<file path="src/rtl/live_edge_filter_pkg.sv">
// rtl/live_edge_filter_pkg.sv - shared state encoding and default parameters for the LIVE gate filter
package live_edge_filter_pkg;

  typedef enum logic [1:0] {
    ST_OFF     = 2'd0,
    ST_ARM_ON  = 2'd1,
    ST_ON      = 2'd2,
    ST_ARM_OFF = 2'd3
  } live_state_t;

  localparam int DEFAULT_SYNC_STAGES = 2;
  localparam int DEFAULT_FILTER_LEN  = 16;

endpackage

</file>
<file path="src/rtl/live_sync.sv">
// rtl/live_sync.sv - multi-flop synchroniser for an asynchronous single-bit gate
module live_sync #(
  parameter int STAGES = 2
) (
  input  logic clk,
  input  logic reset,
  input  logic d,
  output logic q
);

  logic [STAGES-1:0] chain;

  always_ff @(posedge clk or posedge reset) begin
    if (reset) chain <= '0;
    else       chain <= {chain[STAGES-2:0], d};
  end

  assign q = chain[STAGES-1];

endmodule

</file>
<file path="src/rtl/live_edge_filter.sv">
// rtl/live_edge_filter.sv - LIVE gate synchroniser, glitch filter, edge strobes and spill length meter
module live_edge_filter
  import live_edge_filter_pkg::*;
#(
  parameter int SYNC_STAGES = DEFAULT_SYNC_STAGES,
  parameter int FILTER_LEN  = DEFAULT_FILTER_LEN,
  parameter int FILT_W      = 8,
  parameter int LEN_W       = 32,
  parameter int GLT_W       = 16
) (
  input  logic             clk,
  input  logic             reset,
  input  logic             live_in,
  output logic             live,
  output logic             live_rising,
  output logic             live_falling,
  output logic [LEN_W-1:0] spill_len,
  output logic             spill_len_valid,
  output logic [GLT_W-1:0] glitch_cnt
);

  localparam logic [FILT_W-1:0] FILT_LAST = FILT_W'(FILTER_LEN);
  localparam bit                FAST      = (FILTER_LEN == 1);

  logic              s;
  live_state_t       state;
  logic [FILT_W-1:0] fcnt;
  logic [LEN_W-1:0]  lcnt;
  logic [FILT_W-1:0] fcnt_inc;
  logic [LEN_W-1:0]  lcnt_inc;
  logic [GLT_W-1:0]  glitch_inc;

  live_sync #(.STAGES(SYNC_STAGES)) u_sync (
    .clk   (clk),
    .reset (reset),
    .d     (live_in),
    .q     (s)
  );

  // Counters stick at all-ones instead of wrapping.
  assign fcnt_inc   = fcnt + 1'b1;
  assign lcnt_inc   = (&lcnt) ? lcnt : lcnt + 1'b1;
  assign glitch_inc = (&glitch_cnt) ? glitch_cnt : glitch_cnt + 1'b1;

  always_ff @(posedge clk or posedge reset) begin
    if (reset) begin
      state           <= ST_OFF;
      fcnt            <= '0;
      lcnt            <= '0;
      live            <= 1'b0;
      live_rising     <= 1'b0;
      live_falling    <= 1'b0;
      spill_len       <= '0;
      spill_len_valid <= 1'b0;
      glitch_cnt      <= '0;
    end else begin
      live_rising     <= 1'b0;
      live_falling    <= 1'b0;
      spill_len_valid <= 1'b0;
      case (state)
        ST_OFF: begin
          if (s && FAST) begin
            state       <= ST_ON;
            live        <= 1'b1;
            live_rising <= 1'b1;
            lcnt        <= '0;
          end else if (s) begin
            state <= ST_ARM_ON;
            fcnt  <= FILT_W'(1);
          end
        end
        ST_ARM_ON: begin
          if (!s) begin
            state      <= ST_OFF;
            glitch_cnt <= glitch_inc;
          end else if (fcnt_inc == FILT_LAST) begin
            state       <= ST_ON;
            live        <= 1'b1;
            live_rising <= 1'b1;
            lcnt        <= '0;
          end else begin
            fcnt <= fcnt_inc;
          end
        end
        ST_ON: begin
          lcnt <= lcnt_inc;
          if (!s && FAST) begin
            state           <= ST_OFF;
            live            <= 1'b0;
            live_falling    <= 1'b1;
            spill_len       <= lcnt_inc;
            spill_len_valid <= 1'b1;
          end else if (!s) begin
            state <= ST_ARM_OFF;
            fcnt  <= FILT_W'(1);
          end
        end
        ST_ARM_OFF: begin
          lcnt <= lcnt_inc;
          if (s) begin
            state      <= ST_ON;
            glitch_cnt <= glitch_inc;
          end else if (fcnt_inc == FILT_LAST) begin
            state           <= ST_OFF;
            live            <= 1'b0;
            live_falling    <= 1'b1;
            spill_len       <= lcnt_inc;
            spill_len_valid <= 1'b1;
          end else begin
            fcnt <= fcnt_inc;
          end
        end
      endcase
    end
  end

endmodule

</file>
<file path="config.mk">
export PLATFORM = sky130hd
export DESIGN_NAME = live_edge_filter
export DESIGN_NICKNAME = d
export VERILOG_FILES = /design/src/rtl/live_edge_filter_pkg.sv /design/src/rtl/live_sync.sv /design/src/rtl/live_edge_filter.sv
export SDC_FILE = /design/constraint.sdc
export NUM_CORES = 1
export LEC_CHECK = 0
export BUFFER_PORTS_ARGS = -buffer_cell sky130_fd_sc_hd__buf_2
export CORE_MARGIN = 4
export CORE_UTILIZATION = 45
export CTS_BUF_LIST = sky130_fd_sc_hd__clkbuf_16
export DETAILED_ROUTE_END_ITERATION = 7
export SLEW_MARGIN = 15
export SYNTH_ARGS = -nofsm -noshare
export SYNTH_HDL_FRONTEND = slang
export SYNTH_HIERARCHICAL = 1
export SYNTH_SLANG_ARGS = --single-unit
</file>
<file path="constraint.sdc">
create_clock -name clk -period 3.55 [get_ports clk]
set_clock_uncertainty 0.1 [all_clocks]
set_input_delay 0.5325 -clock clk [delete_from_list [all_inputs] [get_ports clk]]
set_output_delay 0.5325 -clock clk [all_outputs]
set_load 0.03 [all_outputs]
</file>
==> metrics, run 1 <==
largest net degree at the start of global routing 48; synth-to-layout area growth 13.92%; Initial Utilization 46.77%; maximum vdd drop 0.4002 mV; chip height 112.1 um; number of diodes 0; residual DRC count 0; Final Util 53.29%; Max Root-Sink Buffers 2; NetSw 0.0006534 W; r2r setup slk 0.83 ns; Pre-Repair DR Iteration Count 4; row count 37; layout cell share with drive strength beyond 1 24.54%; LEAKAGE 2.753 nW; CP Launch Type flop; power share of the sequential group 49.0%; Synth warnings 6; post-CTS setup buffer count 0; worst path bufs/invs 0; Clock transition at path regs 0.07 ns; CP cell instances and4_1, and4b_1, nand3_1, mux2_2, mux2_4; hold bufs inserted after CTS 1; min Tclk post-route 2.722 ns; # IOs 55; vias per inst 5.659; WHS 0.1924 ns; drt wl/cell 16.35 um; H-tree levels 3; total power 0.002502 W; Setup TNS Final 0 ns; die area 0.01256 mm^2; CTS tree done; Final Hold Viols 0; most frequent cells in the layout dfrtp_1 (95), buf_2 (54), a22o_1 (30), xor2_1 (29), mux2_4 (29); initial antenna violation count 0; Worst path slowest cell and4b_1; Post-DP Area 0.005238 mm^2; fraction of registers with async set or reset after synthesis 100.0%; max incr delay on CP 0.83 ns; Vias 3,514; internal power 0.001848 W; gr ovfl total 0; gr usage total 16.99%; DRT antenna net count 0; final setup vio count 0; Die W 112.1 um; IO Port Bufs 54; nets@finish 487; share of the yosys chip area belonging to registers 48.79%; outcome finished, final reports clean; Netlist cell types 48; CTS root buf clkbuf_16; critical setup path kind reg -> reg; combinational share of power 11.2%; PostCTS Resize Cnt 0; core area 0.01042 mm^2; Worst-Skew Late Latency 0.35 ns; Routed WL 10.16 mm; Sink Count 95; crit share post-route 76.66%; Max Freq 367.4 MHz; worst-margin pin slew 0.9193 ns; vias in the first global route 3,551; Crit path required time 3.68 ns; DPL Wire Length 6.845 mm; post-route cell area 0.005550 mm^2; ys flop type dfrtp_1; Iter 0 DRT Violations 227; number of enable flip-flop cells after synthesis 0; MaxCap Viol Count 0; Post-Syn Area 0.004872 mm^2; crit end category flop; syn_area_per_cell 11.25 um^2; P per Cell Area 450.7 mW/mm^2; class of the worst hold path in -> reg; routability cong. 0.8265; critical path arrival 2.85 ns; Pins Over Slew Limit 0; RSZ-0062 raised after global routing no; commonest non-fill, non-tap cell in the layout dfrtp_1; Yosys reg bits 95; CTS Buf Count 9; Synth Instances 433; Post-Syn Nets 439; sw frac 26.12%; critical path peak fanout 27; CP top delay family simple AND/OR/NAND/NOR gates; first-pass GRT wire length 17.51 mm; Slew headroom 38.67%; clock network power share 39.8%
==> registers in the layout, summed over array words and instances (netlist names), named ones only <==
register,flops
live_rising,1
u_sync/chain,2
glitch_cnt,16
state,1
spill_len,32
live,1
fcnt,8
spill_len_valid,1
lcnt,32
==> final timing paths <==
kind,from,end,cells after the start
setup / recovery,lcnt[19],spill_len[1],5
min in group asynchronous,reset,u_sync/chain[0],3
hold reg to reg,u_sync/chain[0],u_sync/chain[1],0
setup reg to reg,lcnt[19],spill_len[1],5
max in group asynchronous,reset,lcnt[16],4
hold / removal,live_in,u_sync/chain[0],1
==> Yosys cell counts (2+ instances only) <==
| cell | count | area (um^2) |
|---|---|---|
| and4_1 | 4 | 35.03 |
| clkbuf_2 | 2 | 10.01 |
| a31oi_1 | 5 | 31.28 |
| nor4_1 | 7 | 43.79 |
| a22o_1 | 30 | 262.8 |
| nand4_1 | 20 | 125.1 |
| nor2_1 | 20 | 75.07 |
| mux2_2 | 7 | 78.83 |
| a32o_1 | 3 | 30.03 |
| buf_6 | 3 | 33.78 |
| a311oi_1 | 3 | 26.28 |
| clkbuf_1 | 17 | 63.81 |
| mux2_4 | 29 | 435.4 |
| buf_2 | 3 | 15.01 |
| inv_1 | 6 | 22.52 |
| nor2b_1 | 11 | 68.82 |
| mux2i_1 | 2 | 20.02 |
| nand2_1 | 24 | 90.09 |
| xnor2_1 | 12 | 105.1 |
| o311ai_0 | 2 | 17.52 |
| or3_1 | 2 | 12.51 |
| xor2_1 | 29 | 254.0 |
| a2111oi_0 | 5 | 43.79 |
| o2bb2ai_1 | 2 | 17.52 |
| a21o_1 | 4 | 30.03 |
| nor3_1 | 5 | 25.02 |
| nand3_1 | 27 | 135.1 |
| ha_1 | 3 | 37.54 |
| a21oi_1 | 13 | 65.06 |
| dfrtp_1 | 95 | 2377 |
| o21ai_0 | 7 | 35.03 |
| and2_1 | 2 | 12.51 |
| and3_1 | 9 | 56.30 |
| a211oi_1 | 6 | 45.04 |
==> cell type report <==
type | instances | area (um^2)
Fill cell | 909 | 4866
Multi-Input combinational cell | 304 | 2325
Timing Repair Buffer | 64 | 347.8
Inverter | 7 | 27.53
Sequential cell | 95 | 2377
Tap cell | 136 | 170.2
Clock inverter | 6 | 77.57
Clock buffer | 9 | 225.2
==> per-stage QoR <==
stage	worst slack (ns)	std cells
finish	0.8284	621
global placement	0.9561	605
floorplan	0.4972	433
global route	0.6838	621
CTS	0.8641	621
detailed placement	0.8738	605
==> cells by family after synthesis <==
group	share of synthesized area [%]
mux	10.97
buf+inv	3.492
fa+ha+maj	0.7705
compound gates	13.41
simple gates	15.20
flops	48.79
xor+xnor	7.370
==> power groups by stage <==
| stage | registers, W | logic, W | clock network [W] |
|---|---|---|---|
| 2_1_floorplan | 0.00129 | 0.000151 | 0 |
| 3_3_place_gp | 0.00124 | 0.000275 | 0 |
| 3_5_place_dp | 0.00124 | 0.000284 | 0 |
| 4_1_cts | 0.00122 | 0.000284 | 0.00103 |
| 5_1_grt | 0.00124 | 0.000308 | 0.00107 |
| 6_report | 0.00123 | 0.000280 | 0.000997 |
==> per-layer routing <==
metal	global-route usage, %	vias to the layer above	share of wire, %
met3	5.013	9	5.3
met1	22.55	1726	46
li1	-	1696	-
met2	27.46	83	47
met5	0	-	0
met4	4.487	0	1.2
Power figures use the tool's default switching activity.
==> run 2: changes to the inputs <==
--- a/config.mk
+++ b/config.mk
@@ -5,11 +5,13 @@
 export SDC_FILE = /design/constraint.sdc
 export NUM_CORES = 1
 export LEC_CHECK = 0
+export ABC_AREA = 1
 export BUFFER_PORTS_ARGS = -buffer_cell sky130_fd_sc_hd__buf_2
 export CORE_MARGIN = 4
 export CORE_UTILIZATION = 45
 export CTS_BUF_LIST = sky130_fd_sc_hd__clkbuf_16
 export DETAILED_ROUTE_END_ITERATION = 7
+export PLACE_DENSITY = 0.66
 export SLEW_MARGIN = 15
 export SYNTH_ARGS = -nofsm -noshare
 export SYNTH_HDL_FRONTEND = slang
==> constraint.sdc (replaced) <==
create_clock -name clk -period 2.43 [get_ports clk]
set_clock_uncertainty 0.1 [all_clocks]
set_input_delay 0.3645 -clock clk [delete_from_list [all_inputs] [get_ports clk]]
set_output_delay 0.3645 -clock clk [all_outputs]
set_load 0.03 [all_outputs]
==> metrics, run 2 <==
outcome finished, final reports clean; Worst path slowest cell dfrtp_1; pre-CTS setup slack 0.3268 ns (-0.5470 ns); Clock transition at path regs 0.07 ns (about the same); Routed WL 13.44 mm (+32%); main combinational cell family by area after synthesis simple AND/OR/NAND/NOR gates; nets@finish 811 (+67%); CP cell instances ha_1, nand3_2, o21ai_1, nand2_1, nor2_4, nand3_1, nor2_2, buf_4, nand2_1, nand2_1; CTS root buf clkbuf_16; die area 0.01349 mm^2 (+7.5%); Inst Count DP 936 (+55%); vias per inst 5.118 (-9.6%); LEAKAGE 3.194 nW (+16%); Iter 0 DRT Violations 438 (+93%); ys flop type dfrtp_1; number of enable flip-flop cells after synthesis 0 (unchanged); worst-margin pin slew 0.6209 ns (-0.2984 ns); biggest registers after layout lcnt (32), spill_len (32), glitch_cnt (16); reg-to-reg startpoint fcnt[0]; Worst-Skew Late Latency 0.35 ns (about the same); Sink Count 95 (unchanged); share of the yosys chip area belonging to registers 45.15% (-3.6 points); DRT antenna net count 0 (unchanged); Synth Area in Compound Gates 1.568% (-12 points); critical path peak fanout 29 (+7.4%); number of diodes 0 (unchanged); CP Launch Type flop; maximum vdd drop 0.4087 mV (+2.1%); Die W 116.2 um (+3.7%); Synth warnings 6 (unchanged); DPL Wire Length 9.951 mm (+45%); gr ovfl total 0 (unchanged); initial antenna violation count 0 (unchanged); crit end category flop; first-pass GRT wire length 23.17 mm (+32%); critical setup path kind reg -> reg; Post-Synth Adder-Cell Area 0.7129% (-0.057 points); final setup vio count 0 (unchanged); most common cell in the netlist nand2_1; Synth area leader dfrtp_1; P per Cell Area 571.3 mW/mm^2 (+27%); Initial Utilization 46.11% (-0.66 points); row count 39 (+5.4%); Worst Min Path Start live_in; Setup TNS Final 0 ns (unchanged); fraction of registers with async set or reset after synthesis 100.0% (unchanged); Final WS setup 0.3016 ns (-0.5269 ns); max incr delay on CP 0.43 ns (-0.40 ns); most area-consuming cells after synthesis dfrtp_1 (45%), nand2_1 (24%), nand3_1 (6.6%); residual DRC count 0 (unchanged); critical path arrival 2.31 ns (-0.54 ns); CTS Buf Count 9 (unchanged); Commonest cells post-synth nand2_1 (339), dfrtp_1 (95), nor2_1 (74); Pre-Repair DR Iteration Count 5 (+1); IO Port Bufs 54 (unchanged); crit share post-route 87.59% (+11 points); Pins Over Slew Limit 0 (unchanged); Vias 4,877 (+39%); Final Hold Viols 0 (unchanged); drt wl/cell 14.10 um (-14%); r2r setup slk 0.30 ns (-0.53 ns); min Tclk post-route 2.128 ns (-0.5931 ns); Slew headroom 58.35% (+20 points); Yosys reg bits 95 (unchanged); Post-Syn Area 0.005265 mm^2 (+8.1%); post-CTS setup buffer count 0 (unchanged); core area 0.01142 mm^2 (+9.6%); routability cong. 0.9801 (+19%); commonest non-fill, non-tap cell in the layout nand2_1; synth-to-layout area growth 14.71%; Max Freq 469.8 MHz (+28%); Max Root-Sink Buffers 2 (unchanged); Post-Layout Cell Count 953 (+53%); Synth Instances 747 (+73%); most frequent cells in the layout nand2_1 (339), dfrtp_1 (95), nor2_1 (74), nand3_1 (69), buf_2 (54); Synth top area share 45.15% (-3.6 points); hold bufs inserted after CTS 1 (unchanged); class of the worst hold path in -> reg; Post-Syn Nets 753 (+72%); Final Util 52.89% (-0.39 points); gr usage total 21.60% (+4.6 points); XOR/XNOR Fraction of Synth Area 4.301% (-3.1 points); CTS tree done; RSZ-0062 raised after global routing no; PostCTS Resize Cnt 0 (unchanged); largest net degree at the start of global routing 33 (-31%); layout cell share with drive strength beyond 1 13.33% (-11 points); CP dominant cell by count nand2_1; simple-gate share of the synthesized area 42.13% (+27 points); vias in the first global route 4,795 (+35%); multiplexer share of the synthesized area 0% (-11 points); Netlist cell types 25 (-48%); H-tree levels 3 (unchanged); MaxCap Viol Count 0 (unchanged); syn_area_per_cell 7.048 um^2 (-37%); chip height 116.2 um (+3.7%); total power 0.003451 W (+38%); worst setup path start fcnt[0]; # IOs 55 (unchanged); Crit path required time 2.61 ns (-1.07 ns)
run 2: cell type report:
type	count	area, um^2
Timing Repair Buffer	72	420.4
Clock inverter	7	73.82
Inverter	52	198.9
Clock buffer	9	225.2
Sequential cell	95	2377
Tap cell	143	178.9
Multi-Input combinational cell	575	2565
Fill cell	1176	5379
run 2: worst paths after layout:
check | endpoint | depth (start not counted)
min | u_sync/chain[0] | 1
max reg2reg | spill_len[11] | 10
min reg2reg | u_sync/chain[1] | 0
max | spill_len[11] | 10
min in group asynchronous | u_sync/chain[1] | 3
max in group asynchronous | lcnt[28] | 4
run 2: cell families after synthesis:
kind of cell	after synthesis
XOR/XNOR	25
AND/OR/NAND/NOR	531
buffers and inverters	77
AO/OA/AOI/OAI	16
flip-flops	95
adder cells (fa/ha/maj)	3
run 2: stage by stage:
step,hold slack [ns],cell area (um^2)
2_1_floorplan,0.005685,5269
5_1_grt,0.01763,6040
4_1_cts,0.01200,6040
3_5_place_dp,0.1485,5731
6_report,0.02059,6040
3_3_place_gp,0.1412,5731
run 2: metal layers:
metal / global-route usage [%] / share of wire (%) / vias up
li1: - / - / 2440
met1: 28.34 / 46 / 2309
met2: 36.52 / 48 / 109
met3: 3.161 / 4.2 / 19
met4: 7.811 / 1.8 / 0
met5: 0 / 0 / -
run 2: where the power goes:
part,total (W),internal (W),switching [W]
logic,0.000311,0.0000929,0.000218
clock network,0.00144,0.000800,0.000640
registers,0.00170,0.00163,0.0000681
total,0.00345,0.00252,0.000926
run 2: worst max-delay path: cells and delay by family (launching register included):
family / cells / cell delay, ns
adders and majority gates: 1 / 0.26
buffers and inverters: 1 / 0.32
DFF: 1 / 0.43
AOI/OAI and AO/OA: 1 / 0.14
and+or+nand+nor: 7 / 0.80
==> run 3: changes to the inputs <==
--- a/config.mk
+++ b/config.mk
@@ -12,6 +12,7 @@
 export CTS_BUF_LIST = sky130_fd_sc_hd__clkbuf_16
 export DETAILED_ROUTE_END_ITERATION = 7
 export PLACE_DENSITY = 0.66
+export REMOVE_ABC_BUFFERS = 1
 export SLEW_MARGIN = 15
 export SYNTH_ARGS = -nofsm -noshare
 export SYNTH_HDL_FRONTEND = slang
==> metrics, run 3 (synthesized netlist as in run 2, its figures left out) <==
Iter 0 DRT Violations 206 (-53%); CP Launch Type flop; vias in the first global route 4,649 (-3.0%); Final Hold Viols 0 (unchanged); core area 0.01142 mm^2 (unchanged); critical path arrival 2.33 ns (+0.02 ns); vias per inst 4.954 (-3.2%); Pins Over Slew Limit 0 (unchanged); final setup vio count 0 (unchanged); H-tree levels 3 (unchanged); critical path peak fanout 29 (unchanged); Worst-Skew Late Latency 0.35 ns (about the same); nets@finish 809 (-0.25%); sw frac 25.35% (-1.5 points); row count 39 (unchanged); worst-margin pin slew 0.6258 ns (+0.004846 ns); clock network power share 43.0% (+1.3 points); post-route cell area 0.006048 mm^2 (+0.15%); crit share post-route 88.11% (+0.52 points); pre-CTS setup slack 0.2234 ns (-0.1035 ns); commonest non-fill, non-tap cell in the layout nand2_1; internal power 0.002627 W (+4.1%); DPL Wire Length 9.520 mm (-4.3%); Vias 4,711 (-3.4%); RSZ-0062 raised after global routing no; number of diodes 0 (unchanged); DRT antenna net count 0 (unchanged); Crit path required time 2.62 ns (about the same); NetSw 0.0008923 W (-3.6%); gr ovfl total 0 (unchanged); WHS 0.02062 ns (+0.00003250 ns); CP cell instances ha_1, nand3_2, o21ai_1, nand2_1, nor2_4, nand3_1, nor2_2, buf_4, nand2_1, nand2_1; die area 0.01349 mm^2 (unchanged); Post-Layout Cell Count 951 (-0.21%); Max Root-Sink Buffers 2 (unchanged); routability cong. 0.9367 (-4.4%); biggest registers after layout lcnt (32), spill_len (32), glitch_cnt (16); crit end category flop; largest net degree at the start of global routing 35 (+6.1%); drt wl/cell 13.11 um (-7.0%); worst path bufs/invs 1 (unchanged); residual DRC count 0 (unchanged); synth-to-layout area growth 14.88%; Post-DP Area 0.005713 mm^2 (-0.31%); power share of the sequential group 48.5% (-0.8 points); Pre-Repair DR Iteration Count 5 (unchanged); FILL cells 1,137 (-3.3%); CTS tree done; chip height 116.2 um (unchanged); CP dominant cell by count nand2_1; layout cell share with drive strength beyond 1 13.24% (-0.091 points); Slew headroom 58.02% (-0.33 points); Sink Count 95 (unchanged); CTS Buf Count 9 (unchanged); MaxCap Viol Count 0 (unchanged); Routed WL 12.47 mm (-7.2%); CTS root buf clkbuf_16; Die W 116.2 um (unchanged); outcome finished, final reports clean; maximum vdd drop 0.4366 mV (+6.8%); gr usage total 20.14% (-1.5 points); critical setup path kind reg -> reg; Worst path slowest cell dfrtp_1; most frequent cells in the layout nand2_1 (338), dfrtp_1 (95), nor2_1 (74), nand3_1 (69), buf_2 (54); IO Port Bufs 54 (unchanged); class of the worst hold path in -> reg; Initial Utilization 46.11% (unchanged); Setup TNS Final 0 ns (unchanged); P per Cell Area 581.9 mW/mm^2 (+1.9%); min Tclk post-route 2.141 ns (+0.01261 ns); Final WS setup 0.2890 ns (-0.01261 ns); # IOs 55 (unchanged); LEAKAGE 3.208 nW (+0.43%); Clock transition at path regs 0.07 ns (about the same); Inst Count DP 934 (-0.21%); max incr delay on CP 0.43 ns (about the same); combinational share of power 8.6% (-0.4 points); initial antenna violation count 0 (unchanged); CP top delay family simple AND/OR/NAND/NOR gates; first-pass GRT wire length 21.74 mm (-6.2%); post-CTS setup buffer count 0 (unchanged); Max Freq 467.1 MHz (-0.59%)
[run 3: cell types whose count changed in the layout (fill, tap and decap cells not counted), sizes merged]
cell      previous run  this run
clkinvlp             4         1
clkinv               2         4
bufinv               1         2
buf                 71        69
[run 3: final cells by class]
type | count | area (um^2) | area share [%]
sequential | 95 | 2377 | 39.30
multi-input combinational | 575 | 2567 | 42.45
inverter | 52 | 196.4 | 3.248
clock inverter | 7 | 97.59 | 1.614
tap | 143 | 178.9 | 2.958
clock buffer | 9 | 225.2 | 3.724
timing repair buffer | 70 | 405.4 | 6.703
[run 3: per-layer routing]
metal	GRT usage [%]	part of all wire [%]	up-vias	routed length [um]
met1	25.19	45	2176	5578
met3	3.627	4.1	14	508
met2	34.94	50	75	6222
met4	7.425	1.3	0	163
li1	-	-	2446	-
met5	0	0	-	0
[run 3: worst paths after layout]
check                      depth (start not counted)  slack, ns               to       startpoint
max                                               10       0.29    spill_len[15]          fcnt[0]
min                                                1       0.02  u_sync/chain[0]          live_in
max reg2reg                                       10       0.29    spill_len[15]          fcnt[0]
min reg2reg                                        0       0.26  u_sync/chain[1]  u_sync/chain[0]
max in group asynchronous                          4       0.94          lcnt[0]            reset
min in group asynchronous                          3       0.32  u_sync/chain[0]            reset
[run 3: power by group through the flow]
stage	Sequential, W	Clock, W	Combinational (W)
2_1_floorplan	0.00180	0	0.000129
3_3_place_gp	0.00173	0	0.000298
3_5_place_dp	0.00173	0	0.000306
4_1_cts	0.00170	0.00156	0.000310
5_1_grt	0.00171	0.00162	0.000341
6_report	0.00171	0.00151	0.000302
[run 3: timing repair]
action | CTS | global route
endpoints found under the hold margin | 33 | 0
hold buffers | 1 | 0
resized for setup | 0 | 1
endpoints found under the setup margin | 0 | 13
[run 3: metrics by stage]
step / utilization (%) / power (W)
final: 52.97 / 0.003519
after global routing: 52.97 / 0.003677
after CTS: 52.95 / 0.003573
after detailed placement: 50.03 / 0.002040
after global placement: 50.03 / 0.002029
after floorplan: - / 0.001933
